[src/rtl/pll_lock_reset_seq_if.sv]
// Board reset-sequencer bundle: PLL lock in, sequenced resets and loss diagnostics out.
// slave is the sequencer side, master is the board/diagnostics side.
interface pll_lock_reset_seq_if;
  logic       locked;
  logic       lock_lost_clr;
  logic       periph_reset;
  logic       cpu_reset_n;
  logic       ready;
  logic       lock_lost;
  logic [7:0] loss_count;

  modport master (
    output locked,
    output lock_lost_clr,
    input  periph_reset,
    input  cpu_reset_n,
    input  ready,
    input  lock_lost,
    input  loss_count
  );

  modport slave (
    input  locked,
    input  lock_lost_clr,
    output periph_reset,
    output cpu_reset_n,
    output ready,
    output lock_lost,
    output loss_count
  );
endinterface

[src/rtl/pll_lock_reset_seq.sv]
// PLL-lock driven reset sequencer: filter lock, release peripherals, then the Z180 after a further hold.
// Lock reaches the FSM 2 edges after sampling; outputs are registered from next state; no backpressure.
module pll_lock_reset_seq #(
  parameter int LOCK_FILTER = 16,
  parameter int PERIPH_HOLD = 1024,
  parameter int CPU_HOLD    = 256,
  parameter int CNT_W       = 16
) (
  input  logic                clock,
  input  logic                reset,
  pll_lock_reset_seq_if.slave bus
);

  localparam logic [2:0] ST_WAIT_LOCK   = 3'd0;
  localparam logic [2:0] ST_FILTER      = 3'd1;
  localparam logic [2:0] ST_HOLD_PERIPH = 3'd2;
  localparam logic [2:0] ST_HOLD_CPU    = 3'd3;
  localparam logic [2:0] ST_RUN         = 3'd4;

  // A limit of exactly 2^CNT_W truncates to zero, which the counter hits by wrapping after 2^CNT_W cycles.
  localparam logic [CNT_W-1:0] FILTER_LIM = CNT_W'(LOCK_FILTER);
  localparam logic [CNT_W-1:0] PERIPH_LIM = CNT_W'(PERIPH_HOLD);
  localparam logic [CNT_W-1:0] CPU_LIM    = CNT_W'(CPU_HOLD);
  localparam logic [CNT_W-1:0] CNT_ONE    = CNT_W'(1);

  logic             lock_meta;
  logic             lock_s;
  logic [2:0]       state;
  logic [2:0]       state_nxt;
  logic [CNT_W-1:0] cnt;
  logic [CNT_W-1:0] cnt_nxt;
  logic             run_loss;

  logic             periph_reset_q;
  logic             cpu_reset_n_q;
  logic             ready_q;
  logic             lock_lost_q;
  logic [7:0]       loss_count_q;

  always_ff @(posedge clock or posedge reset) begin
    if (reset) begin
      lock_meta <= 1'b0;
      lock_s    <= 1'b0;
    end else begin
      lock_meta <= bus.locked;
      lock_s    <= lock_meta;
    end
  end

  always_comb begin
    state_nxt = state;
    cnt_nxt   = cnt;
    run_loss  = 1'b0;
    case (state)
      ST_WAIT_LOCK: begin
        cnt_nxt = '0;
        if (lock_s) begin
          state_nxt = ST_FILTER;
          cnt_nxt   = CNT_ONE;
        end
      end
      ST_FILTER: begin
        if (!lock_s) begin
          state_nxt = ST_WAIT_LOCK;
          cnt_nxt   = '0;
        end else if (cnt == FILTER_LIM) begin
          state_nxt = ST_HOLD_PERIPH;
          cnt_nxt   = CNT_ONE;
        end else begin
          cnt_nxt = cnt + CNT_ONE;
        end
      end
      ST_HOLD_PERIPH: begin
        if (!lock_s) begin
          state_nxt = ST_WAIT_LOCK;
          cnt_nxt   = '0;
        end else if (cnt == PERIPH_LIM) begin
          state_nxt = ST_HOLD_CPU;
          cnt_nxt   = CNT_ONE;
        end else begin
          cnt_nxt = cnt + CNT_ONE;
        end
      end
      ST_HOLD_CPU: begin
        if (!lock_s) begin
          state_nxt = ST_WAIT_LOCK;
          cnt_nxt   = '0;
        end else if (cnt == CPU_LIM) begin
          state_nxt = ST_RUN;
          cnt_nxt   = '0;
        end else begin
          cnt_nxt = cnt + CNT_ONE;
        end
      end
      ST_RUN: begin
        cnt_nxt = '0;
        if (!lock_s) begin
          state_nxt = ST_WAIT_LOCK;
          run_loss  = 1'b1;
        end
      end
      default: begin
        state_nxt = ST_WAIT_LOCK;
        cnt_nxt   = '0;
      end
    endcase
  end

  always_ff @(posedge clock or posedge reset) begin
    if (reset) begin
      state          <= ST_WAIT_LOCK;
      cnt            <= '0;
      periph_reset_q <= 1'b1;
      cpu_reset_n_q  <= 1'b0;
      ready_q        <= 1'b0;
    end else begin
      state          <= state_nxt;
      cnt            <= cnt_nxt;
      periph_reset_q <= (state_nxt == ST_WAIT_LOCK) || (state_nxt == ST_FILTER) ||
                        (state_nxt == ST_HOLD_PERIPH);
      cpu_reset_n_q  <= (state_nxt == ST_RUN);
      ready_q        <= (state_nxt == ST_RUN);
    end
  end

  // A loss on the same edge as a clear request keeps the flag set.
  always_ff @(posedge clock or posedge reset) begin
    if (reset) begin
      lock_lost_q  <= 1'b0;
      loss_count_q <= 8'd0;
    end else begin
      if (run_loss) begin
        lock_lost_q <= 1'b1;
      end else if (bus.lock_lost_clr) begin
        lock_lost_q <= 1'b0;
      end
      if (run_loss && (loss_count_q != 8'hFF)) begin
        loss_count_q <= loss_count_q + 8'd1;
      end
    end
  end

  assign bus.periph_reset = periph_reset_q;
  assign bus.cpu_reset_n  = cpu_reset_n_q;
  assign bus.ready        = ready_q;
  assign bus.lock_lost    = lock_lost_q;
  assign bus.loss_count   = loss_count_q;

endmodule
[src/flat_wrapper.sv]
// flat-port wrapper written by rule: the top's interface ports become plain ports
module pll_lock_reset_seq_flat 
#(
  parameter int LOCK_FILTER = 16,
  parameter int PERIPH_HOLD = 1024,
  parameter int CPU_HOLD    = 256,
  parameter int CNT_W       = 16
)
  (clock, reset, bus_locked, bus_lock_lost_clr, bus_periph_reset, bus_cpu_reset_n, bus_ready, bus_lock_lost, bus_loss_count);
  pll_lock_reset_seq_if bus_i ();
  input  logic clock;
  input  logic reset;
  input wire logic [$bits(bus_i.locked)-1:0] bus_locked;
  input wire logic [$bits(bus_i.lock_lost_clr)-1:0] bus_lock_lost_clr;
  output wire logic [$bits(bus_i.periph_reset)-1:0] bus_periph_reset;
  output wire logic [$bits(bus_i.cpu_reset_n)-1:0] bus_cpu_reset_n;
  output wire logic [$bits(bus_i.ready)-1:0] bus_ready;
  output wire logic [$bits(bus_i.lock_lost)-1:0] bus_lock_lost;
  output wire logic [$bits(bus_i.loss_count)-1:0] bus_loss_count;
  assign bus_i.locked = bus_locked;
  assign bus_i.lock_lost_clr = bus_lock_lost_clr;
  assign bus_periph_reset = bus_i.periph_reset;
  assign bus_cpu_reset_n = bus_i.cpu_reset_n;
  assign bus_ready = bus_i.ready;
  assign bus_lock_lost = bus_i.lock_lost;
  assign bus_loss_count = bus_i.loss_count;
  pll_lock_reset_seq #(.LOCK_FILTER(LOCK_FILTER), .PERIPH_HOLD(PERIPH_HOLD), .CPU_HOLD(CPU_HOLD), .CNT_W(CNT_W)) u_core (.clock(clock), .reset(reset), .bus(bus_i));
endmodule
[config.mk]
export PLATFORM = sky130hd
export DESIGN_NAME = pll_lock_reset_seq_flat
export DESIGN_NICKNAME = d
export VERILOG_FILES = /design/src/rtl/pll_lock_reset_seq_if.sv /design/src/rtl/pll_lock_reset_seq.sv /design/src/flat_wrapper.sv
export SDC_FILE = /design/constraint.sdc
export NUM_CORES = 1
export LEC_CHECK = 0
export ABC_AREA = 0
export BUFFER_PORTS_ARGS = -buffer_cell sky130_fd_sc_hd__buf_2
export CORE_MARGIN = 2
export CORE_UTILIZATION = 30
export CTS_CLUSTER_SIZE = 28
export DETAILED_ROUTE_END_ITERATION = 6
export PLACE_DENSITY = 0.56
export SLEW_MARGIN = 20
export SYNTH_ARGS = -nofsm -noshare
export SYNTH_HDL_FRONTEND = slang
export SYNTH_SLANG_ARGS = --single-unit
[constraint.sdc]
create_clock -name clock -period 1.85 [get_ports clock]
set_input_delay 0.2775 -clock clock [delete_from_list [all_inputs] [get_ports clock]]
set_output_delay 0.2775 -clock clock [all_outputs]
set_load 0.03 [all_outputs]
==> key figures, run 1 <==
Outcome
  – Status: completed

STA
  – Final hold vios: 0
  – RSZ-0062 raised after global routing: true
  – Slew @ Worst Pin: 551 ps
  – Fin Hold WS: 18.4 ps
  – Tmin final: 1770 ps
  – Setup TNS: 0 ps
  – Slew HR: 0.633
  – Period utilization: 0.954
  – # setup viols final: 0
  – Layout Skew: 9.87 ps
  – Max-slew violations: 0
  – Worst setup margin: 84.4 ps
  – Fmax: 0.566 GHz

Yosys
  – Top cells by area, synth: dfrtp_1 45%, xor2_1 5.6%, a21oi_1 4.1%
  – Net Count, Synth: 170
  – Leading area contributor after synthesis: dfrtp_1
  – Top-count cell post-synth: dfrtp_1
  – Synth cell types: 43
  – Netlist Area Pre-Place: 1720 sq um
  – Ys async rst share: 1.00
  – Top cell type's share of synthesized area: 0.452
  – Sequential area share after synthesis: 0.468
  – Synth cell count leaders: 31 x dfrtp_1, 14 x a21oi_1, 11 x xor2_1, 10 x nand3_1, 10 x nand4_1
  – Ys Warns: 0
  – Ys flop type: dfrtp_1
  – EDFF count, synth: 0
  – Synth Register Bits: 32
  – Synth Area per Inst: 10.5 sq um
  – Post-synthesis cell count: 163

Run
  – Max-cap viol count: 0

Clock network
  – H-tree levels: 2
  – CTS max path bufs: 2
  – TritonCTS clock tree: yes
  – Num CTS Buffers: 5
  – Root Buffer: clkbuf_8
  – Clock Sinks: 32
  – Worst-path clk slew: 70 ps
  – Worst skew pair latency: 290 ps

Routing
  – Drt drc: 0
  – Initial DRT Pass Iterations: 4
  – Routed Antenna Nets: 0
  – Vias per Instance: 4.95
  – Total Wirelength: 3490 um
  – Vias: 1286
  – Routed len/inst: 13.4 um
  – First DRT Iteration DRCs: 114

Critical path
  – Critical R2R Capture: u_core.state[1]
  – Reg-to-reg startpoint: u_core.cnt[0]
  – Crit path kind: reg2reg
  – Critical path endpoint category: flip-flop
  – R2R cell count: 8
  – Critical Path Fanout Max: 4
  – Reg2Reg Setup Slack: 80 ps
  – Critical path startpoint category: flip-flop
  – Critical Path AT: 1960 ps
  – Worst path required time: 2050 ps

Worst hold path
  – Hold crit path type: in2async

GRT
  – First-pass GRT wire length: 5910 um
  – Number of global-route vias before repair: 1186
  – Largest net degree at the start of global routing: 21
  – Gr usage total: 0.123
  – Grt ovf: 0
  – Initial antenna violation count: 0

Cells and area
  – Finished Cell Area: 2030 sq um
  – Post-layout util: 0.369
  – Share of layout cells above drive strength 1: 0.229
  – NumNets Final: 194
  – # diodes: 0
  – Layout area overhead: 18.5%
  – Post-Layout Cell Count: 260

Power and ir drop
  – Sequential cell fraction of total power: 0.525
  – NetSw: 317 uW
  – Switch share: 0.233
  – Leakage power: 0.911 nW
  – Internal power: 1.05 mW
  – Max IR drop VDD: 0.480 mV
  – PD cells: 670 nW/um^2
  – Power share of the combinational group: 0.061
  – Clock group share of total power: 0.415
  – Pwr Total: 1.36 mW

Placement
  – Placed wire-length estimate: 2330 um
  – # placed instances: 250
  – Area after DPL: 1900 sq um
  – RePlAce Congestion: 0.815
  – Setup WS pre-CTS: 95.0 ps
  – Input/output buffers: 15

Die
  – Die H: 79.6 um
  – Chip width: 79.6 um
  – Row count: 27
  – Core region area: 5510 sq um
  – Ports: 16
  – Starting Density: 0.312
  – Die area: 6340 sq um
-- worst max-delay path by stage --
stage | from | to | slack [ps] | cells past startpoint
floorplan | u_core.cnt[0] | u_core.cnt[11] | 240 | 7
global placement | u_core.cnt[0] | u_core.cnt[15] | 170 | 7
detailed placement | u_core.cnt[0] | u_core.cnt[15] | 100 | 7
CTS | u_core.cnt[0] | u_core.cnt[2] | 70 | 7
global route | u_core.cnt[0] | u_core.state[1] | -10 | 8
finish | u_core.cnt[0] | u_core.state[1] | 80 | 8
-- final cells by class --
type                       count  area, sq um
clock buffer                   8         90.1
inverter                       7         26.3
multi-input combinational    116          858
timing repair buffer          25          166
fill                         552         3470
tap                           72         90.1
sequential                    32          802
-- per-layer routing --
metal / part of all wire / wire [um] / vias to the layer above / global-route usage
li1: - / - / 642 / -
met4: 0.017 / 60 / 0 / 0.0517
met3: 0.044 / 154 / 7 / 0.0475
met5: 0 / 0 / - / 0
met1: 0.50 / 1760 / 612 / 0.172
met2: 0.43 / 1510 / 25 / 0.168
-- cells by family after synthesis --
family                     after synthesis  share of synthesized area
and+or+nand+nor                         60                      0.244
xor gates and xnor gates                18                     0.0919
DFF                                     32                      0.468
adders and majority gates                3                     0.0219
muxes                                    1                    0.00656
AOI/OAI and AO/OA                       34                      0.123
buffers and inverters                   15                     0.0445
-- cell usage in the layout (no fill, tap or decap), types with 2 or more instances in the layout --
| master | count |
|---|---|
| a21o_1 | 2 |
| or3_1 | 3 |
| nand4_1 | 10 |
| and2_1 | 2 |
| a21oi_1 | 14 |
| buf_4 | 8 |
| nor4_4 | 2 |
| buf_2 | 15 |
| xor2_1 | 11 |
| ha_1 | 3 |
| and3_1 | 4 |
| clkbuf_8 | 6 |
| a22oi_1 | 3 |
| inv_1 | 7 |
| nand2_1 | 6 |
| nor3b_1 | 4 |
| xnor2_1 | 7 |
| dfrtp_1 | 31 |
| nor2_1 | 2 |
| clkbuf_1 | 2 |
| nand3_1 | 10 |
| nand2b_1 | 4 |
| nor2b_1 | 3 |
| o21a_1 | 2 |
| o21ai_0 | 7 |
-- power by group through the flow --
| stage | sequential, mW | clock (mW) | combinational (mW) |
|---|---|---|---|
| after detailed placement | 0.727 | 0 | 0.0718 |
| after global placement | 0.727 | 0 | 0.0727 |
| after floorplan | 0.726 | 0 | 0.0486 |
| final | 0.714 | 0.565 | 0.0826 |
| after CTS | 0.714 | 0.581 | 0.0728 |
| after global routing | 0.715 | 0.614 | 0.0909 |
-- worst max-delay path, cell delays in order (launching register included) --
cell      delay, ps
dfrtp_1         410
inv_1            80
ha_1            150
nor4b_4         180
buf_4           180
buf_4           110
nand4_1         170
o21bai_1        190
nor3b_1         200
-- repair_timing --
item | in CTS | in global routing
endpoints found under the setup margin | 0 | 14
setup buffers | 0 | 2
hold endpoints to repair | 0 | 0
gates resized for setup | 0 | 4
hold buffers | 0 | 0
-- flip-flops by register name, indices dropped and copies added, names as in the netlist --
signal	count
u_core.bus.cpu_reset_n	1
u_core.lock_s	1
u_core.bus.lock_lost	1
u_core.bus.periph_reset	1
u_core.lock_meta	1
u_core.state	3
u_core.cnt	16
u_core.bus.loss_count	8
Power figures use the tool's default switching activity.
==> run 2: changes to the inputs <==
- CTS_BUF_LIST: unset -> sky130_fd_sc_hd__clkbuf_4
- HOLD_SLACK_MARGIN: unset -> 0.02
- PLACE_DENSITY: 0.56 -> unset
- PLACE_DENSITY_LB_ADDON: unset -> 0.15
==> run 2 against run 1 <==
  * Count of clock-buffer cells in the layout shrank 1
  * Wire length increased by 4.2%
  * First-iteration DRC count is 13% lower
  * Combinational power grew 2.9%
  * Register-to-register slack is essentially flat
  * Fmax fell by 0.60%
  * Sequential power about the same
==> key figures, run 2 (synthesized netlist as in run 1, its figures left out) <==
Outcome
  – Status: completed

Critical path
  – Critical Path Fanout Max: 14 (+10)
  – Critical path endpoint category: flip-flop
  – Worst path required time: 2060 ps (about the same)
  – Critical path startpoint category: flip-flop
  – Crit path kind: reg2reg
  – Critical Path AT: 1980 ps (+20 ps)

Routing
  – Vias per Instance: 5.00 (+1.0%)
  – Total Wirelength: 3640 um (+4.2%)
  – Vias: 1304 (+1.4%)
  – Routed len/inst: 13.9 um (+3.8%)
  – Routed Antenna Nets: 0 (unchanged)
  – Initial DRT Pass Iterations: 4 (unchanged)
  – First DRT Iteration DRCs: 99 (-13%)
  – Drt drc: 0 (unchanged)

Power and ir drop
  – PD cells: 600 nW/um^2 (-10%)
  – Max IR drop VDD: 0.326 mV (-32%)
  – Leakage power: 0.903 nW (-0.85%)
  – Pwr Total: 1.21 mW (-11%)

STA
  – Slew @ Worst Pin: 426 ps (-124 ps)
  – Period utilization: 0.960 (+0.00576)
  – Fmax: 0.563 GHz (-0.60%)
  – Slew HR: 0.714 (+0.0812)
  – Layout Skew: 6.53 ps (-3.34 ps)
  – Final hold vios: 0 (unchanged)
  – Tmin final: 1780 ps (+10.7 ps)
  – Max-slew violations: 0 (unchanged)
  – Fin Hold WS: 220 ps (+201 ps)
  – # setup viols final: 0 (unchanged)

Cells and area
  – Layout area overhead: 17.3%
  – Fill cells: 558 (+1.1%)
  – Share of layout cells above drive strength 1: 0.222 (-0.00650)
  – Most common cell after layout, fill and taps aside: dfrtp_1
  – NumNets Final: 195 (+0.52%)
  – Max reg flops: 16 (unchanged)
  – Most flops, register: u_core.cnt
  – # diodes: 0 (unchanged)
  – Commonest non-fill, non-tap cells in the layout: 31 x dfrtp_1, 15 x buf_2, 14 x a21oi_1, 11 x xor2_1

Run
  – Max-cap viol count: 0 (unchanged)

Clock network
  – H-tree levels: 2 (unchanged)
  – CTS max path bufs: 2 (unchanged)
  – Worst skew pair latency: 330 ps (+40 ps)
  – Clock Sinks: 32 (unchanged)
  – Worst-path clk slew: 100 ps (+30 ps)
  – Num CTS Buffers: 5 (unchanged)
  – TritonCTS clock tree: yes
  – Root Buffer: clkbuf_4

GRT
  – First-pass GRT wire length: 6200 um (+4.8%)
  – Number of global-route vias before repair: 1305 (+10%)
  – Grt ovf: 0 (unchanged)
  – Initial antenna violation count: 0 (unchanged)
  – Largest net degree at the start of global routing: 18 (-14%)
  – Gr usage total: 0.128 (+0.00530)

Die
  – Die H: 79.6 um (unchanged)
  – Chip width: 79.6 um (unchanged)
  – Ports: 16 (unchanged)
  – Core region area: 5510 sq um (unchanged)
  – Row count: 27 (unchanged)
  – Starting Density: 0.312 (unchanged)
  – Die area: 6340 sq um (unchanged)

Worst hold path
  – Hold crit path type: in2reg

Placement
  – RePlAce Congestion: 0.842 (+3.3%)
  – Placed wire-length estimate: 2680 um (+15%)
  – Input/output buffers: 15 (unchanged)
run 2: cell types whose count changed in the layout (fill, tap and decap cells not counted), moves of 2 or more:
| cell | delta |
|---|---|
| clkbuf_8 | -6 |
| clkbuf_4 | +7 |
| dlygate4sd3_1 | +2 |
| clkbuf_1 | -2 |
run 2: metal layers:
layer / GRT usage / vias up / routed length (um)
met5: 0 / - / 0
met4: 0.0603 / 0 / 68
met3: 0.0385 / 6 / 147
met2: 0.206 / 19 / 1780
met1: 0.158 / 643 / 1640
li1: - / 636 / -
run 2: where the power goes:
group | internal, mW | switching (mW) | leakage (nW)
registers | 0.706 | 0.00718 | 0.435
logic | 0.0367 | 0.0483 | 0.434
clock network | 0.175 | 0.234 | 0.0338
total | 0.918 | 0.290 | 0.903
run 2: per-stage QoR:
stage	instance area [sq um]	std cells	util	worst slack [ps]	TNS, ps
final	2010	261	0.365	73.7	0
after global routing	2010	261	0.365	-33.0	-98.6
after CTS	1970	259	0.358	73.3	0
after detailed placement	1900	250	0.346	95.4	0
after global placement	1900	250	0.346	193	0
after floorplan	1720	163	-	244	0
run 2: cell type report:
class	count	area, sq um	share of cell area
Timing Repair Buffer	26	175	0.0871
Tap cell	72	90.1	0.0448
Inverter	7	26.3	0.0131
Clock inverter	1	3.75	0.00187
Clock buffer	7	52.6	0.0261
Sequential cell	32	802	0.399
Multi-Input combinational cell	116	862	0.428
run 2: repair_timing:
action | CTS | global route
endpoints found under the setup margin | 0 | 14
hold endpoints to repair | 31 | 1
resized for setup | 0 | 3
setup buffers | 0 | 1
hold buffers | 1 | 1
run 2: final timing paths:
check,slack [ps],start,cells after the start,to
max,70,u_core.cnt[0],7,u_core.cnt[14]
min,220,bus_lock_lost_clr,3,u_core.bus.lock_lost
max reg2reg,70,u_core.cnt[0],7,u_core.cnt[14]
min reg2reg,360,u_core.lock_meta,0,u_core.lock_s
max in group asynchronous,1110,reset,4,u_core.bus.periph_reset
min in group asynchronous,500,reset,4,u_core.lock_meta
run 2: critical path: stages, from the launching register on:
cell	delay, ps
dfrtp_1	410
inv_1	90
ha_1	150
nor4b_4	350
nand4b_4	180
o211ai_4	220
buf_12	160
a22oi_1	100
==> run 3: changes to the inputs <==
- PLACE_DENSITY: unset -> 0.44
- PLACE_DENSITY_LB_ADDON: 0.15 -> unset
==> run 3 against run 2 <==
  * Count of clock-buffer cells in the layout is 1 lower
  * Clock power is 7.1% lower
  * First-iteration DRC count is 62% lower
  * Flip-flop and latch count stayed put
  * Cell count is 0.77% higher
  * Register-to-register slack better by 30 ps
  * Hold slack worse by 12 ps
  * Via count is 0.46% lower
  * Combinational power is 6.5% higher
  * Die area stayed put
  * Critical path type unchanged
  * Critical endpoint unchanged
==> key figures, run 3 (synthesized netlist as in run 1, its figures left out) <==
Cells and area
  – Max reg flops: 16 (unchanged)
  – Commonest non-fill, non-tap cells in the layout: 31 x dfrtp_1, 15 x buf_2, 14 x a21oi_1, 11 x xor2_1
  – Post-layout util: 0.368 (+0.00273)
  – Most common cell after layout, fill and taps aside: dfrtp_1
  – Share of layout cells above drive strength 1: 0.225 (+0.00291)
  – Post-Layout Cell Count: 263 (+0.77%)
  – NumNets Final: 197 (+1.0%)
  – Layout area overhead: 18.2%
  – Finished Cell Area: 2030 sq um (+0.75%)
  – Fill cells: 559 (+0.18%)
  – Most flops, register: u_core.cnt
  – # diodes: 0 (unchanged)

Placement
  – Input/output buffers: 15 (unchanged)
  – Area after DPL: 1920 sq um (+1.1%)
  – # placed instances: 251 (+0.40%)
  – Placed wire-length estimate: 2660 um (-0.88%)
  – RePlAce Congestion: 0.808 (-4.0%)

Power and ir drop
  – Max IR drop VDD: 0.305 mV (-6.3%)
  – Internal power: 902 uW (-1.8%)
  – Switch share: 0.237 (-0.00299)
  – Clock group share of total power: 0.323 (-0.016)
  – Leakage power: 0.914 nW (+1.2%)
  – Sequential cell fraction of total power: 0.601 (+0.011)
  – Power share of the combinational group: 0.077 (+0.007)
  – PD cells: 583 nW/um^2 (-2.9%)
  – NetSw: 280 uW (-3.4%)

STA
  – Final hold vios: 0 (unchanged)
  – Max-slew violations: 0 (unchanged)
  – Fin Hold WS: 207 ps (-12.4 ps)
  – # setup viols final: 0 (unchanged)
  – Period utilization: 0.943 (-0.0172)
  – Fmax: 0.573 GHz (+1.8%)
  – Slew @ Worst Pin: 424 ps (-2.61 ps)
  – Tmin final: 1740 ps (-31.9 ps)
  – Slew HR: 0.717 (+0.00356)
  – Layout Skew: 19.1 ps (+12.6 ps)

GRT
  – First-pass GRT wire length: 6300 um (+1.7%)
  – Gr usage total: 0.130 (+0.00159)
  – Initial antenna violation count: 0 (unchanged)
  – Number of global-route vias before repair: 1325 (+1.5%)
  – Grt ovf: 0 (unchanged)
  – Largest net degree at the start of global routing: 24 (+6)

Clock network
  – TritonCTS clock tree: yes
  – Worst-path clk slew: 110 ps (about the same)
  – Clock Sinks: 32 (unchanged)
  – CTS max path bufs: 2 (unchanged)
  – H-tree levels: 2 (unchanged)
  – Num CTS Buffers: 5 (unchanged)
  – Root Buffer: clkbuf_4
  – Worst skew pair latency: 330 ps (about the same)

Die
  – Core region area: 5510 sq um (unchanged)
  – Ports: 16 (unchanged)
  – Die area: 6340 sq um (unchanged)
  – Chip width: 79.6 um (unchanged)
  – Row count: 27 (unchanged)
  – Starting Density: 0.312 (unchanged)
  – Die H: 79.6 um (unchanged)

Outcome
  – Status: completed

Critical path
  – Crit path kind: reg2reg
  – Critical Path AT: 1950 ps (-30 ps)
  – Critical Path Fanout Max: 14 (unchanged)
  – Worst path required time: 2050 ps (about the same)
  – Critical path startpoint category: flip-flop
  – Reg2Reg Setup Slack: 110 ps (+30 ps)
  – Critical path endpoint category: flip-flop

Run
  – Max-cap viol count: 0 (unchanged)

Worst hold path
  – Hold crit path type: in2reg

Routing
  – Routed Antenna Nets: 0 (unchanged)
  – Vias: 1298 (-0.46%)
  – Vias per Instance: 4.94 (-1.2%)
  – Drt drc: 0 (unchanged)
  – Total Wirelength: 3680 um (+1.2%)
  – Routed len/inst: 14.0 um (+0.47%)
  – Initial DRT Pass Iterations: 4 (unchanged)
  – First DRT Iteration DRCs: 38 (-62%)
-- run 3: changes by cell type in the layout (fill, tap and decap cells not counted) --
| cell | previous run | this run |
|---|---|---|
| o211ai_4 | 1 | 0 |
| o211ai_2 | 0 | 1 |
| buf_12 | 1 | 2 |
| clkbuf_4 | 7 | 6 |
| buf_4 | 8 | 9 |
| clkinv_1 | 1 | 2 |
-- run 3: cell type report --
cell class              count  area [sq um]  share of cell area
clock buffers               6          45.0              0.0222
clock inverters             2          7.51             0.00370
inverters                   7          26.3              0.0130
multi-input cells         116           853               0.421
flip-flops and latches     32           802               0.396
well taps                  72          90.1              0.0444
repair buffers             28           203               0.100
-- run 3: power by group through the flow --
| stage | combinational [mW] | clock (mW) | sequential [mW] |
|---|---|---|---|
| after detailed placement | 0.0810 | 0 | 0.725 |
| final | 0.0905 | 0.381 | 0.710 |
| after CTS | 0.0828 | 0.407 | 0.711 |
| after floorplan | 0.0486 | 0 | 0.726 |
| after global routing | 0.102 | 0.440 | 0.712 |
| after global placement | 0.0795 | 0 | 0.725 |
-- run 3: final timing paths --
| check | startpoint | end | cells past startpoint |
|---|---|---|---|
| max | u_core.cnt[0] | u_core.cnt[14] | 7 |
| max reg2reg | u_core.cnt[0] | u_core.cnt[14] | 7 |
| min reg2reg | u_core.lock_meta | u_core.lock_s | 0 |
| min | bus_lock_lost_clr | u_core.bus.lock_lost | 3 |
| min in group asynchronous | reset | u_core.lock_meta | 3 |
| max in group asynchronous | reset | u_core.bus.periph_reset | 4 |
-- run 3: routing by layer --
metal,wire (um),vias to the layer above,GRT usage
met3,110,6,0.0339
li1,-,639,-
met4,77,0,0.0569
met1,1620,633,0.155
met2,1880,20,0.220
met5,0,-,0
-- run 3: what timing repair did --
item | CTS | global route
setup endpoints to repair | 0 | 10
hold endpoints to repair | 9 | 1
setup buffers | 0 | 2
resized for setup | 0 | 2
hold buffers | 1 | 1
-- run 3: worst max-delay path, cell delays in order, from the launching register on --
cell,delay (ps)
dfrtp_1,400
inv_1,80
ha_1,150
nor4b_4,360
nand4b_4,160
o211ai_2,220
buf_12,160
a22oi_1,80
-- run 3: per-stage QoR --
| step | setup TNS, ps | power, mW | setup slack, ps |
|---|---|---|---|
| after floorplan | 0 | 0.775 | 244 |
| after global placement | 0 | 0.804 | 192 |
| after detailed placement | 0 | 0.806 | 117 |
| after CTS | 0 | 1.20 | 87.0 |
| after global routing | -180 | 1.25 | -39.1 |
| final | 0 | 1.18 | 106 |
